`config.mk`:
```
export PLATFORM = sky130hd
export DESIGN_NAME = bus_master_port
export DESIGN_NICKNAME = d
export VERILOG_FILES = /design/src/rtl/bus_pkg.sv /design/src/rtl/bus_shift_reg.sv /design/src/rtl/bus_master_port.sv
export SDC_FILE = /design/constraint.sdc
export NUM_CORES = 1
export LEC_CHECK = 0
export CORE_MARGIN = 3
export CORE_UTILIZATION = 55
export CTS_BUF_LIST = sky130_fd_sc_hd__clkbuf_16
export DETAILED_ROUTE_END_ITERATION = 10
export GPL_TIMING_DRIVEN = 0
export PLACE_DENSITY = 0.79
export SETUP_SLACK_MARGIN = 0.2
export SLEW_MARGIN = 10
export SYNTH_ARGS = -nofsm -noshare
export SYNTH_HDL_FRONTEND = slang
export SYNTH_HIERARCHICAL = 1
export SYNTH_SLANG_ARGS = --single-unit
```
`constraint.sdc`:
```
create_clock -name clk -period 4.25 [get_ports clk]
set_input_delay 0.85 -clock clk [delete_from_list [all_inputs] [get_ports clk]]
set_output_delay 0.85 -clock clk [all_outputs]
set_load 0.05 [all_outputs]
```
`src/rtl/bus_pkg.sv`:
```
// Shared definitions for the system bus arbitration protocol.
// Imported by the master port and by the arbiter and slave ports.
//  - BUS_ADDR_WIDTH / BUS_DATA_WIDTH : default serial address / data widths
//  - MODE_READ / MODE_WRITE          : encoding of the mmode line
//  - IDLE .. DONE                    : master-port state encoding
//  - cnt_width()                     : width of a 0..N-1 bit counter for the larger field
package bus_pkg;

    localparam int unsigned BUS_ADDR_WIDTH = 12;
    localparam int unsigned BUS_DATA_WIDTH = 8;

    localparam logic MODE_READ  = 1'b0;
    localparam logic MODE_WRITE = 1'b1;

    localparam logic [2:0] IDLE  = 3'd0;
    localparam logic [2:0] REQ   = 3'd1;
    localparam logic [2:0] ADDR  = 3'd2;
    localparam logic [2:0] WDATA = 3'd3;
    localparam logic [2:0] RWAIT = 3'd4;
    localparam logic [2:0] RDATA = 3'd5;
    localparam logic [2:0] DONE  = 3'd6;

    typedef enum logic [2:0] {
        StIdle  = IDLE,
        StReq   = REQ,
        StAddr  = ADDR,
        StWdata = WDATA,
        StRwait = RWAIT,
        StRdata = RDATA,
        StDone  = DONE
    } bus_state_e;

    function automatic int unsigned cnt_width(input int unsigned a, input int unsigned b);
        int unsigned m;
        m = (a > b) ? a : b;
        return (m > 1) ? $clog2(m) : 1;
    endfunction

endpackage

```
`src/rtl/bus_shift_reg.sv`:
```
// Parameterised shift register used both as PISO (load + shift out) and SIPO (shift in).
// Shifts right: ser_i enters at the MSB, ser_o is the LSB, so both directions are LSB-first.
// Priority: clear > load > shift.
//  clk_i       clock, rising edge
//  rst_i       asynchronous active-high reset
//  clear_i     synchronous clear to zero
//  load_i      parallel load from par_i
//  shift_i     shift one position
//  ser_i       serial input (enters at MSB)
//  par_i       parallel load value
//  ser_o       serial output (current LSB)
//  par_o       current register contents
//  par_next_o  value the register takes at the next edge
module bus_shift_reg #(
    parameter int unsigned Width = 8
) (
    input  logic             clk_i,
    input  logic             rst_i,
    input  logic             clear_i,
    input  logic             load_i,
    input  logic             shift_i,
    input  logic             ser_i,
    input  logic [Width-1:0] par_i,
    output logic             ser_o,
    output logic [Width-1:0] par_o,
    output logic [Width-1:0] par_next_o
);

    logic [Width-1:0] data_q;
    logic [Width-1:0] data_d;

    always_comb begin
        data_d = data_q;
        if (clear_i) begin
            data_d = '0;
        end else if (load_i) begin
            data_d = par_i;
        end else if (shift_i) begin
            // Written without a slice so Width == 1 stays legal.
            data_d = (data_q >> 1) | (Width'(ser_i) << (Width - 1));
        end
    end

    always_ff @(posedge clk_i or posedge rst_i) begin
        if (rst_i) begin
            data_q <= '0;
        end else begin
            data_q <= data_d;
        end
    end

    assign ser_o      = data_q[0];
    assign par_o      = data_q;
    assign par_next_o = data_d;

endmodule

```
`src/rtl/bus_master_port.sv`:
```
// Master-side endpoint of the system bus arbitration protocol. Accepts one local read/write,
// requests the bus, serialises address (+ write data) LSB-first once granted, captures serial
// read data, then releases breq and pulses rsp_valid. Losing the grant mid-transfer restarts the
// whole transfer from address bit 0.
// Optional feature: define BUS_TIMEOUT_EN to abort reads that wait TIMEOUT cycles with no svalid
// (rsp_err=1); otherwise RWAIT waits indefinitely and rsp_err is always 0.
//  clk, rst                    clock / asynchronous active-high reset
//  req_valid/ready/write/addr/wdata   local request handshake
//  rsp_valid/rdata/err         one-cycle completion pulse, held read data, timeout flag
//  breq, bgrant                arbiter request / grant
//  mout, mvalid, mmode         serial address/write-data bit, its qualifier, transfer direction
//  srdata, svalid              serial read-data bit from slave and its qualifier
module bus_master_port
    import bus_pkg::*;
#(
    parameter int unsigned ADDR_WIDTH = BUS_ADDR_WIDTH,
    parameter int unsigned DATA_WIDTH = BUS_DATA_WIDTH,
    parameter int unsigned TIMEOUT    = 255
) (
    input  logic                  clk,
    input  logic                  rst,
    input  logic                  req_valid,
    output logic                  req_ready,
    input  logic                  req_write,
    input  logic [ADDR_WIDTH-1:0] req_addr,
    input  logic [DATA_WIDTH-1:0] req_wdata,
    output logic                  rsp_valid,
    output logic [DATA_WIDTH-1:0] rsp_rdata,
    output logic                  rsp_err,
    output logic                  breq,
    input  logic                  bgrant,
    output logic                  mout,
    output logic                  mvalid,
    output logic                  mmode,
    input  logic                  srdata,
    input  logic                  svalid
);

    localparam int unsigned CW = cnt_width(ADDR_WIDTH, DATA_WIDTH);

    bus_state_e            state_q, state_d;
    logic [CW-1:0]         cnt_q, cnt_d;
    logic                  write_q;
    logic [ADDR_WIDTH-1:0] addr_q;
    logic [DATA_WIDTH-1:0] wdata_q;
    logic [DATA_WIDTH-1:0] rdata_q;
    logic                  err_q, err_d;

    logic tx_load, tx_shift, tx_ser;
    logic rx_shift, rx_clear, rdata_load;
    logic timeout_hit;
    logic [DATA_WIDTH-1:0] rx_next;
    logic [ADDR_WIDTH+DATA_WIDTH-1:0] unused_tx_par, unused_tx_next;
    logic [DATA_WIDTH-1:0] unused_rx_par;
    logic unused_rx_ser;

`ifdef BUS_TIMEOUT_EN
    localparam int unsigned TW = (TIMEOUT > 1) ? $clog2(TIMEOUT + 1) : 1;
    logic [TW-1:0] tmo_q;

    assign timeout_hit = (tmo_q == TW'(TIMEOUT - 1));

    // Counts consecutive RWAIT cycles; cleared whenever RWAIT is left.
    always_ff @(posedge clk or posedge rst) begin
        if (rst) begin
            tmo_q <= '0;
        end else if (state_q == StRwait && state_d == StRwait) begin
            tmo_q <= tmo_q + TW'(1);
        end else begin
            tmo_q <= '0;
        end
    end
`else
    logic unused_timeout;
    assign unused_timeout = ^TIMEOUT;
    assign timeout_hit    = 1'b0;
`endif

    always_comb begin
        state_d    = state_q;
        cnt_d      = cnt_q;
        tx_load    = 1'b0;
        tx_shift   = 1'b0;
        rx_shift   = 1'b0;
        rx_clear   = 1'b0;
        rdata_load = 1'b0;
        err_d      = 1'b0;
        unique case (state_q)
            StIdle: if (req_valid) state_d = StReq;
            StReq: begin
                if (bgrant) begin
                    state_d = StAddr;
                    tx_load = 1'b1;
                    cnt_d   = '0;
                end
            end
            StAddr, StWdata, StRwait, StRdata: begin
                if (!bgrant) begin
                    // Grant lost: drop everything and re-arbitrate with breq still high.
                    state_d  = StReq;
                    cnt_d    = '0;
                    rx_clear = 1'b1;
                end else if (state_q == StAddr) begin
                    tx_shift = 1'b1;
                    if (cnt_q == CW'(ADDR_WIDTH - 1)) begin
                        cnt_d   = '0;
                        state_d = (write_q == MODE_WRITE) ? StWdata : StRwait;
                    end else begin
                        cnt_d = cnt_q + CW'(1);
                    end
                end else if (state_q == StWdata) begin
                    tx_shift = 1'b1;
                    if (cnt_q == CW'(DATA_WIDTH - 1)) begin
                        cnt_d   = '0;
                        state_d = StDone;
                    end else begin
                        cnt_d = cnt_q + CW'(1);
                    end
                end else if (svalid) begin
                    // First svalid in RWAIT already carries bit 0.
                    rx_shift = 1'b1;
                    if (cnt_q == CW'(DATA_WIDTH - 1)) begin
                        cnt_d      = '0;
                        state_d    = StDone;
                        rdata_load = 1'b1;
                    end else begin
                        cnt_d   = cnt_q + CW'(1);
                        state_d = StRdata;
                    end
                end else if (state_q == StRwait && timeout_hit) begin
                    state_d = StDone;
                    err_d   = 1'b1;
                end
            end
            StDone:  state_d = StIdle;
            default: state_d = StIdle;
        endcase
    end

    always_ff @(posedge clk or posedge rst) begin
        if (rst) begin
            state_q <= StIdle;
            cnt_q   <= '0;
            write_q <= MODE_READ;
            addr_q  <= '0;
            wdata_q <= '0;
            rdata_q <= '0;
            err_q   <= 1'b0;
        end else begin
            state_q <= state_d;
            cnt_q   <= cnt_d;
            err_q   <= err_d;
            if (state_q == StIdle && req_valid) begin
                write_q <= req_write;
                addr_q  <= req_addr;
                wdata_q <= req_wdata;
            end
            if (rdata_load) rdata_q <= rx_next;
        end
    end

    // Reloaded from the held request on every grant so a restart begins at address bit 0.
    bus_shift_reg #(
        .Width(ADDR_WIDTH + DATA_WIDTH)
    ) u_tx_sr (
        .clk_i     (clk),
        .rst_i     (rst),
        .clear_i   (1'b0),
        .load_i    (tx_load),
        .shift_i   (tx_shift),
        .ser_i     (1'b0),
        .par_i     ({wdata_q, addr_q}),
        .ser_o     (tx_ser),
        .par_o     (unused_tx_par),
        .par_next_o(unused_tx_next)
    );

    bus_shift_reg #(
        .Width(DATA_WIDTH)
    ) u_rx_sr (
        .clk_i     (clk),
        .rst_i     (rst),
        .clear_i   (rx_clear),
        .load_i    (1'b0),
        .shift_i   (rx_shift),
        .ser_i     (srdata),
        .par_i     ('0),
        .ser_o     (unused_rx_ser),
        .par_o     (unused_rx_par),
        .par_next_o(rx_next)
    );

    assign req_ready = (state_q == StIdle);
    assign breq      = (state_q != StIdle) && (state_q != StDone);
    assign mvalid    = (state_q == StAddr) || (state_q == StWdata);
    assign mout      = mvalid & tx_ser;
    assign mmode     = write_q;
    assign rsp_valid = (state_q == StDone);
    assign rsp_err   = (state_q == StDone) & err_q;
    assign rsp_rdata = rdata_q;

endmodule

```
# Word-level counts from Yosys, hierarchy flattened
# Index checks and enable logic that the tools add are counted.
[op_classes] add_sub_neg=1 eq_ne=14 muxes=42 n_bitwise=2 reduce_logical=10
[op_table] cell="two-way mux 20 bit" n=2
[op_table] cell="two-way mux 4 bit" n=7
[op_table] cell="two-way mux 3 bit" n=9
[op_table] cell="two-way mux 1 bit" n=19
[op_table] cell="two-way mux 8 bit" n=2
[op_table] cell="inequality test 5 bit (second input constant)" n=2
[op_table] cell="equality test 3 bit (second input constant)" n=3
[op_table] cell="case mux 3 bit (3 select lines)" n=1
[op_table] cell="OR 7 x 8 -> 8 bit" n=1
[op_table] cell="case mux 4 bit (2 select lines)" n=1
[op_table] cell="equality test 3 x 2 -> 1 bit (second input constant)" n=2
[op_table] cell="AND reduction 5 bit" n=1
[op_table] cell="adder 4 x 1 -> 4 bit (second input constant)" n=1
[op_table] cell="equality test 4 x 3 -> 1 bit (second input constant)" n=1
[op_table] cell="equality test 4 bit (second input constant)" n=1
[op_table] cell="inequality test 2 bit (second input constant)" n=2
[op_table] cell="inequality test 4 bit (second input constant)" n=1
[op_table] cell="nonzero test 2 bit" n=2
[op_table] cell="OR reduction 4 bit" n=1
[op_table] cell="equality test 3 x 1 -> 1 bit (second input constant)" n=1
[op_table] cell="zero test 3 bit" n=1
[op_table] cell="inequality test 3 bit (second input constant)" n=1
[op_table] cell="AND reduction 3 bit" n=1
[op_table] cell="nonzero test 3 bit" n=1
[op_table] cell="other kinds (4)" n=5
[totals] register_bits=64 inputBits=27 out_inout_bits=15 elab_cells=77

# Depth between registers and ports, before layout
# Gate-level depths: netlist (run 1).
[logic_depth] word_depth=7 mapped_depth=7 mapped_depth_nobuf=5

# Modules after synthesis
# Netlist (run 1), hierarchy kept.
[by_module_without_submodules] mod="bus_master_port" n_inst=1 cells_per_inst=136 area_each_um2=1769.2 seq_area_each_um2=900.9
[by_module_without_submodules] mod="bus_shift_reg at u_tx_sr" n_inst=1 cells_per_inst=91 area_each_um2=1138.6 seq_area_each_um2=500.5
[by_module_without_submodules] mod="bus_shift_reg at u_rx_sr" n_inst=1 cells_per_inst=37 area_each_um2=420.4 seq_area_each_um2=200.2

# Least setup slack after synthesis (run 1)
# Ideal clock, no wire load.
[synth_timing] kind="flip-flop to output port" from="reg state_q[0]" to="out breq" arrival_ns=2.321 required_ns=3.400 path_slack_ns=1.079 path_stages_with_launch=4 n_path_buf=1 path_cell_list="dfrtp_1 > buf_2 > nor3b_1 > nor2_1"
[synth_between] elab_chain_cells=2 word_cells_on_any_way=3 cone_classes="eq/ne: 1; reduce/logical: 2"
[synth_rtl] element="start: declaration" line_no="bus_master_port.sv:41" text="bus_state_e state_q, state_d;"
[synth_rtl] element="start signal: assignment" line_no="bus_master_port.sv:142" text="state_q <= StIdle;"
[synth_rtl] element="start signal: assignment" line_no="bus_master_port.sv:150" text="state_q <= state_d;"
[synth_rtl] element="inequality test 3 bit / nonzero test 3 bit (equally long branches)" line_no="bus_master_port.sv:194" text="assign breq = (state_q != StIdle) && (state_q != StDone);"
[synth_rtl] element="logical AND 1 bit *" line_no="bus_master_port.sv:194"
[synth_rtl] element="end: declaration" line_no="bus_master_port.sv:30" text="output logic breq,"
# Mark *: on every way between the ends. The rest lies on a longest branch, timed or not.

# Worst setup path in the final report (run 1)
[layout_timing] from="reg state_q[1]" to="out mout"
[layout_between] elab_chain_cells=3 word_cells_on_any_way=4 cone_classes="eq/ne: 2; bitwise: 1; reduce/logical: 1"
[layout_rtl] element="equality test 3 x 2 -> 1 bit" line_no="bus_master_port.sv:195" text="assign mvalid = (state_q == StAddr) || (state_q == StWdata);"
[layout_rtl] element="logical OR 1 bit *" line_no="bus_master_port.sv:195"
[layout_rtl] element="AND 1 bit *" line_no="bus_master_port.sv:196" text="assign mout = mvalid & tx_ser;"
[layout_rtl] element="end: declaration" line_no="bus_master_port.sv:32" text="output logic mout,"
# Marks and branches as above.

==> impl_metrics.tcl, run 1 <==
set metrics [dict create \
    ios 42 \
    leakagePower_nw 1.740 \
    num_vias 2144 \
    worstMarginPinSlew_ns 0.7695 \
    multi_input_area_um2 1620 \
    numCtsBuffers 9 \
    fillers 428 \
    core_um2 5675 \
    worstPathRequired_ns 3.40 \
    use_met1 0.2513 \
    area_delta_synth_final_pct 25.57 \
    period_needed_ns 2.958 \
    hold_buffers 0 \
    fin_crit_sh 0.6961 \
    layout_setup_ws_ns 1.292 \
    layout.nets 361 \
    place_inst 394 \
    gp_congestion 0.8345 \
    hold_class "flop to flop" \
    post-route-drc-count 0 \
    design.die.area_um2 6991 \
    overflow 0 \
    status "complete, no violations" \
    track_usage 0.1953 \
    wl_um 6072 \
    via_per_inst 5.229 \
    grt_pass1_wl_um 10930 \
    grt_util_met3 0.03850 \
    cts_root_buf "clkbuf_16" \
    cp.arrival_ns 2.11 \
    dp_hpwl_um 4154 \
    clock_latency_ns 0.32 \
    fp.dieW_um 83.62 \
    instances_no_fill 410 \
    slew_viol_final 0 \
    netlist_area_um2 3313 \
    cp_max_fo 10 \
    die_h_um 83.62 \
    grt_setup_unrepaired "false" \
    cp-end-kind "output port" \
    grt_max_degree 37 \
    fmax_mhz 338.0 \
    grt-busiest-layer "met2" \
    ant_nets 0 \
    register_area_um2 1602 \
    io_buffers 40 \
    antenna_found_initial 0 \
    wire_per_inst_um 14.81 \
    final_area_um2 4160 \
    worstSetupPathType "flop to output port" \
    finalHoldViolations 0 \
    layout_commonest_cell "dfrtp_1" \
    drt_iter0_markers 93 \
    synthCells 262 \
    start_util 0.5838 \
    powerDensity_nw_per_um2 625.9 \
    layout-drive-gt1-share 0.1834 \
    num_antenna_cells 0 \
    cts_resized 0 \
    grt_pass1_vias 2270 \
    setup_tns_ns 0 \
    relSlewSlack 0.4864 \
    drv_cap 0 \
    worstSetupStartpointType "flop" \
    final_cell_mix "dfrtp_1, clkdlybuf4s50_1, nor2b_1" \
    yosys_warnings 6 \
    post_cts_buffers 0 \
    cts.reportedPaths.clkPinSlew_ns 0.05 \
    dpl-instance-area_um2 3879 \
    place_ws_ns 1.630 \
    htreeDepth 3 \
    cts_buffer_depth 2 \
    setup_viol 0 \
    skew_ns 0.005271 \
    firstDrtPassIters 4 \
    syn_avg_cell_area_um2 12.65 \
    cts_tree "done" \
    ir_worst_vdd_uv 395.4 \
    globalRouteMet2Util 0.3232 \
    num_rows 27 \
    clock_sinks 64 \
]
-- power breakdown --
group	leakage [nW]	internal, W	switching (W)	total (W)
combinational	0.775	0.000454	0.000517	0.000971
clock	0.144	0.000443	0.000245	0.000688
sequential	0.820	0.000828	0.000117	0.000945
-- critical path, cell delays in order, from the launching register on --
cell             delay [ns]
dfrtp_1                0.39
buf_4                  0.18
and2b_2                0.23
and2_1                 0.18
clkdlybuf4s50_1        0.81
-- metal layers --
| metal | routed length, µm | vias to the layer above | part of all wire |
|---|---|---|---|
| met4 | 62 | 0 | 0.010 |
| met5 | 0 | - | 0 |
| met3 | 165 | 5 | 0.027 |
| li1 | - | 1062 | - |
| met2 | 3047 | 31 | 0.50 |
| met1 | 2796 | 1046 | 0.46 |
-- flip-flops by register name (all words and copies together), names as in the netlist --
signal	count
addr_q	12
u_rx_sr/par_o	8
cnt_q	4
rsp_rdata	8
u_tx_sr/par_o	20
wdata_q	8
mmode	1
state_q	3
-- worst paths after layout --
kind	from	end	slack, ns	depth (start not counted)
max	state_q[1]	mout	1.29	4
min	addr_q[0]	addr_q[0]	0.48	1
max in group asynchronous	rst	addr_q[9]	2.71	2
min reg2reg	addr_q[0]	addr_q[0]	0.48	1
max reg2reg	state_q[1]	rsp_rdata[3]	2.40	7
min in group asynchronous	rst	u_rx_sr/par_o[7]	0.87	2
-- cell type report --
type	count	share of cell area
multi-input combinational	191	0.3895
sequential	64	0.3850
timing repair buffer	40	0.09624
clock buffer	9	0.05414
buffer	18	0.03188
tap	72	0.02165
clock inverter	7	0.01353
inverter	9	0.008120
-- through the flow --
step           hold WS [ns]  total power, W    util
3_5_place_dp         0.4754        0.001928  0.6834
4_1_cts              0.4873        0.002630  0.7330
5_1_grt              0.5007        0.002780  0.7330
6_report             0.4825        0.002604  0.7330
3_3_place_gp         0.4704        0.001903  0.6834
2_1_floorplan        0.4588        0.001702       -
(Power assumes the default switching activity.)
==> run 2: changes to the inputs <==
==> constraint.sdc (replaced) <==
create_clock -name clk -period 3.05 [get_ports clk]
set_input_delay 0.61 -clock clk [delete_from_list [all_inputs] [get_ports clk]]
set_output_delay 0.61 -clock clk [all_outputs]
set_load 0.05 [all_outputs]
==> run 2 against run 1 <==
Net effect: critical path depth unchanged; setup slack worse by 0.95 ns; utilization about the same; clock skew up 0.00052 ns; clock-buffer cell count unchanged; first-iteration DRC count down 33%; sequential share of layout area about the same; total power up 40%; register-to-register slack worse by 1.2 ns; critical path type unchanged; highest routed layer unchanged.
==> impl_metrics.tcl, run 2 (synthesized netlist as in run 1, its figures left out) <==
set metrics [dict create \
    worstSetupStartpointType "flop" \
    hold_class "flop to flop" \
    path_cells "buf_4, and2b_2, and2_1, clkdlybuf4s50_1" \
    via_per_inst 5.390 \
    design.die.area_um2 6991 \
    hold_buffers 0 \
    cp-end-kind "output port" \
    overflow 0 \
    layout.nets 361 \
    gp_congestion 0.8362 \
    num_vias 2210 \
    relSlewSlack 0.4736 \
    layout_commonest_cell "dfrtp_1" \
    drv_cap 0 \
    fin_crit_sh 0.8887 \
    clock_sinks 64 \
    cp.arrival_ns 2.10 \
    numCtsBuffers 9 \
    grt_pass1_wl_um 10890 \
    antenna_found_initial 0 \
    cts_tree "done" \
    cp_slowest_stage_delay_ns 0.81 \
    die_h_um 83.62 \
    finalHoldViolations 0 \
    cp_max_fo 10 \
    ant_nets 0 \
    cts.reportedPaths.clkPinSlew_ns 0.05 \
    fillers 408 \
    worstMarginPinSlew_ns 0.7885 \
    fmax_mhz 368.9 \
    track_usage 0.1943 \
    grt_pass1_vias 2317 \
    powerDensity_nw_per_um2 878.3 \
    worstSetupPathType "flop to output port" \
    cts_resized 0 \
    post-route-drc-count 0 \
    wl_um 6365 \
    htreeDepth 3 \
    cp-startpoint "state_q[1]" \
    leakagePower_nw 1.737 \
    skew_ns 0.005791 \
    ios 42 \
    drt_iter0_markers 62 \
    r2r-start "state_q[1]" \
    cts_root_buf "clkbuf_16" \
    grt_setup_unrepaired "false" \
    slowest_stage "clkdlybuf4s50_1" \
    register_area_um2 1602 \
    period_needed_ns 2.710 \
    status "complete, no violations" \
    ff2ff_path_depth 7 \
    fp.dieW_um 83.62 \
    dp_hpwl_um 4279 \
    layout-drive-gt1-share 0.1864 \
    area_delta_synth_final_pct 25.64 \
    grt_max_degree 37 \
    ir_worst_vdd_uv 504.5 \
    firstDrtPassIters 4 \
    wire_per_inst_um 15.52 \
    num_antenna_cells 0 \
    min_path_cells 1 \
    start_util 0.5838 \
    setup_viol 0 \
    slew_viol_final 0 \
    setup_tns_ns 0 \
    worstPathRequired_ns 2.44 \
    multi_input_area_um2 1625 \
    utilization 0.7335 \
    cts_buffer_depth 2 \
    io_buffers 40 \
    clock_latency_ns 0.32 \
    num_rows 27 \
    core_um2 5675 \
    post_cts_buffers 0 \
    largest_register_ffs 20 \
    final_cell_mix "dfrtp_1, clkdlybuf4s50_1, nor2b_1" \
    holdCritStartpoint "addr_q[11]" \
]
run 2: power by group:
group	switching, W	internal [W]
sequential	0.000169	0.00115
clock	0.000340	0.000615
combinational	0.000742	0.000635
total	0.00125	0.00240
run 2: cell type report:
type / instances / share of cell area
Tap cell: 72 / 0.02164
Timing Repair Buffer: 40 / 0.09618
Inverter: 9 / 0.008115
Sequential cell: 64 / 0.3847
Multi-Input combinational cell: 191 / 0.3904
Clock inverter: 7 / 0.01292
Buffer: 18 / 0.03186
Clock buffer: 9 / 0.05410
run 2: path summary, 6_finish.rpt:
path / endpoint / slack (ns)
min in group asynchronous: u_rx_sr/par_o[7] / 0.61
min: addr_q[11] / 0.49
max reg2reg: rsp_rdata[2] / 1.21
max: mout / 0.34
max in group asynchronous: state_q[1] / 1.74
min reg2reg: addr_q[11] / 0.49
run 2: worst max-delay path: cells and delay by family, from the launching register on:
| kind | cells | cell delay [ns] |
|---|---|---|
| buffers and inverters | 2 | 0.99 |
| AND/OR/NAND/NOR | 2 | 0.40 |
| flip-flops | 1 | 0.38 |
run 2: per-stage QoR:
step	total power, W	area (µm²)	instances	setup slack [ns]	hold WS (ns)
final	0.003656	4163	410	0.3396	0.4851
after global routing	0.003873	4163	410	0.2676	0.5117
after CTS	0.003681	4163	410	0.3422	0.4891
after detailed placement	0.002701	3884	394	0.6882	0.4753
after global placement	0.002657	3884	394	0.6897	0.4706
after floorplan	0.002376	3393	282	0.7322	0.4257
run 2: per-layer routing:
layer,share of wire,global-route usage,vias to the layer above
met2,0.50,0.3181,35
met4,0.016,0.05702,0
met3,0.029,0.05429,10
li1,-,-,1072
met1,0.45,0.2518,1093
met5,0,0,-
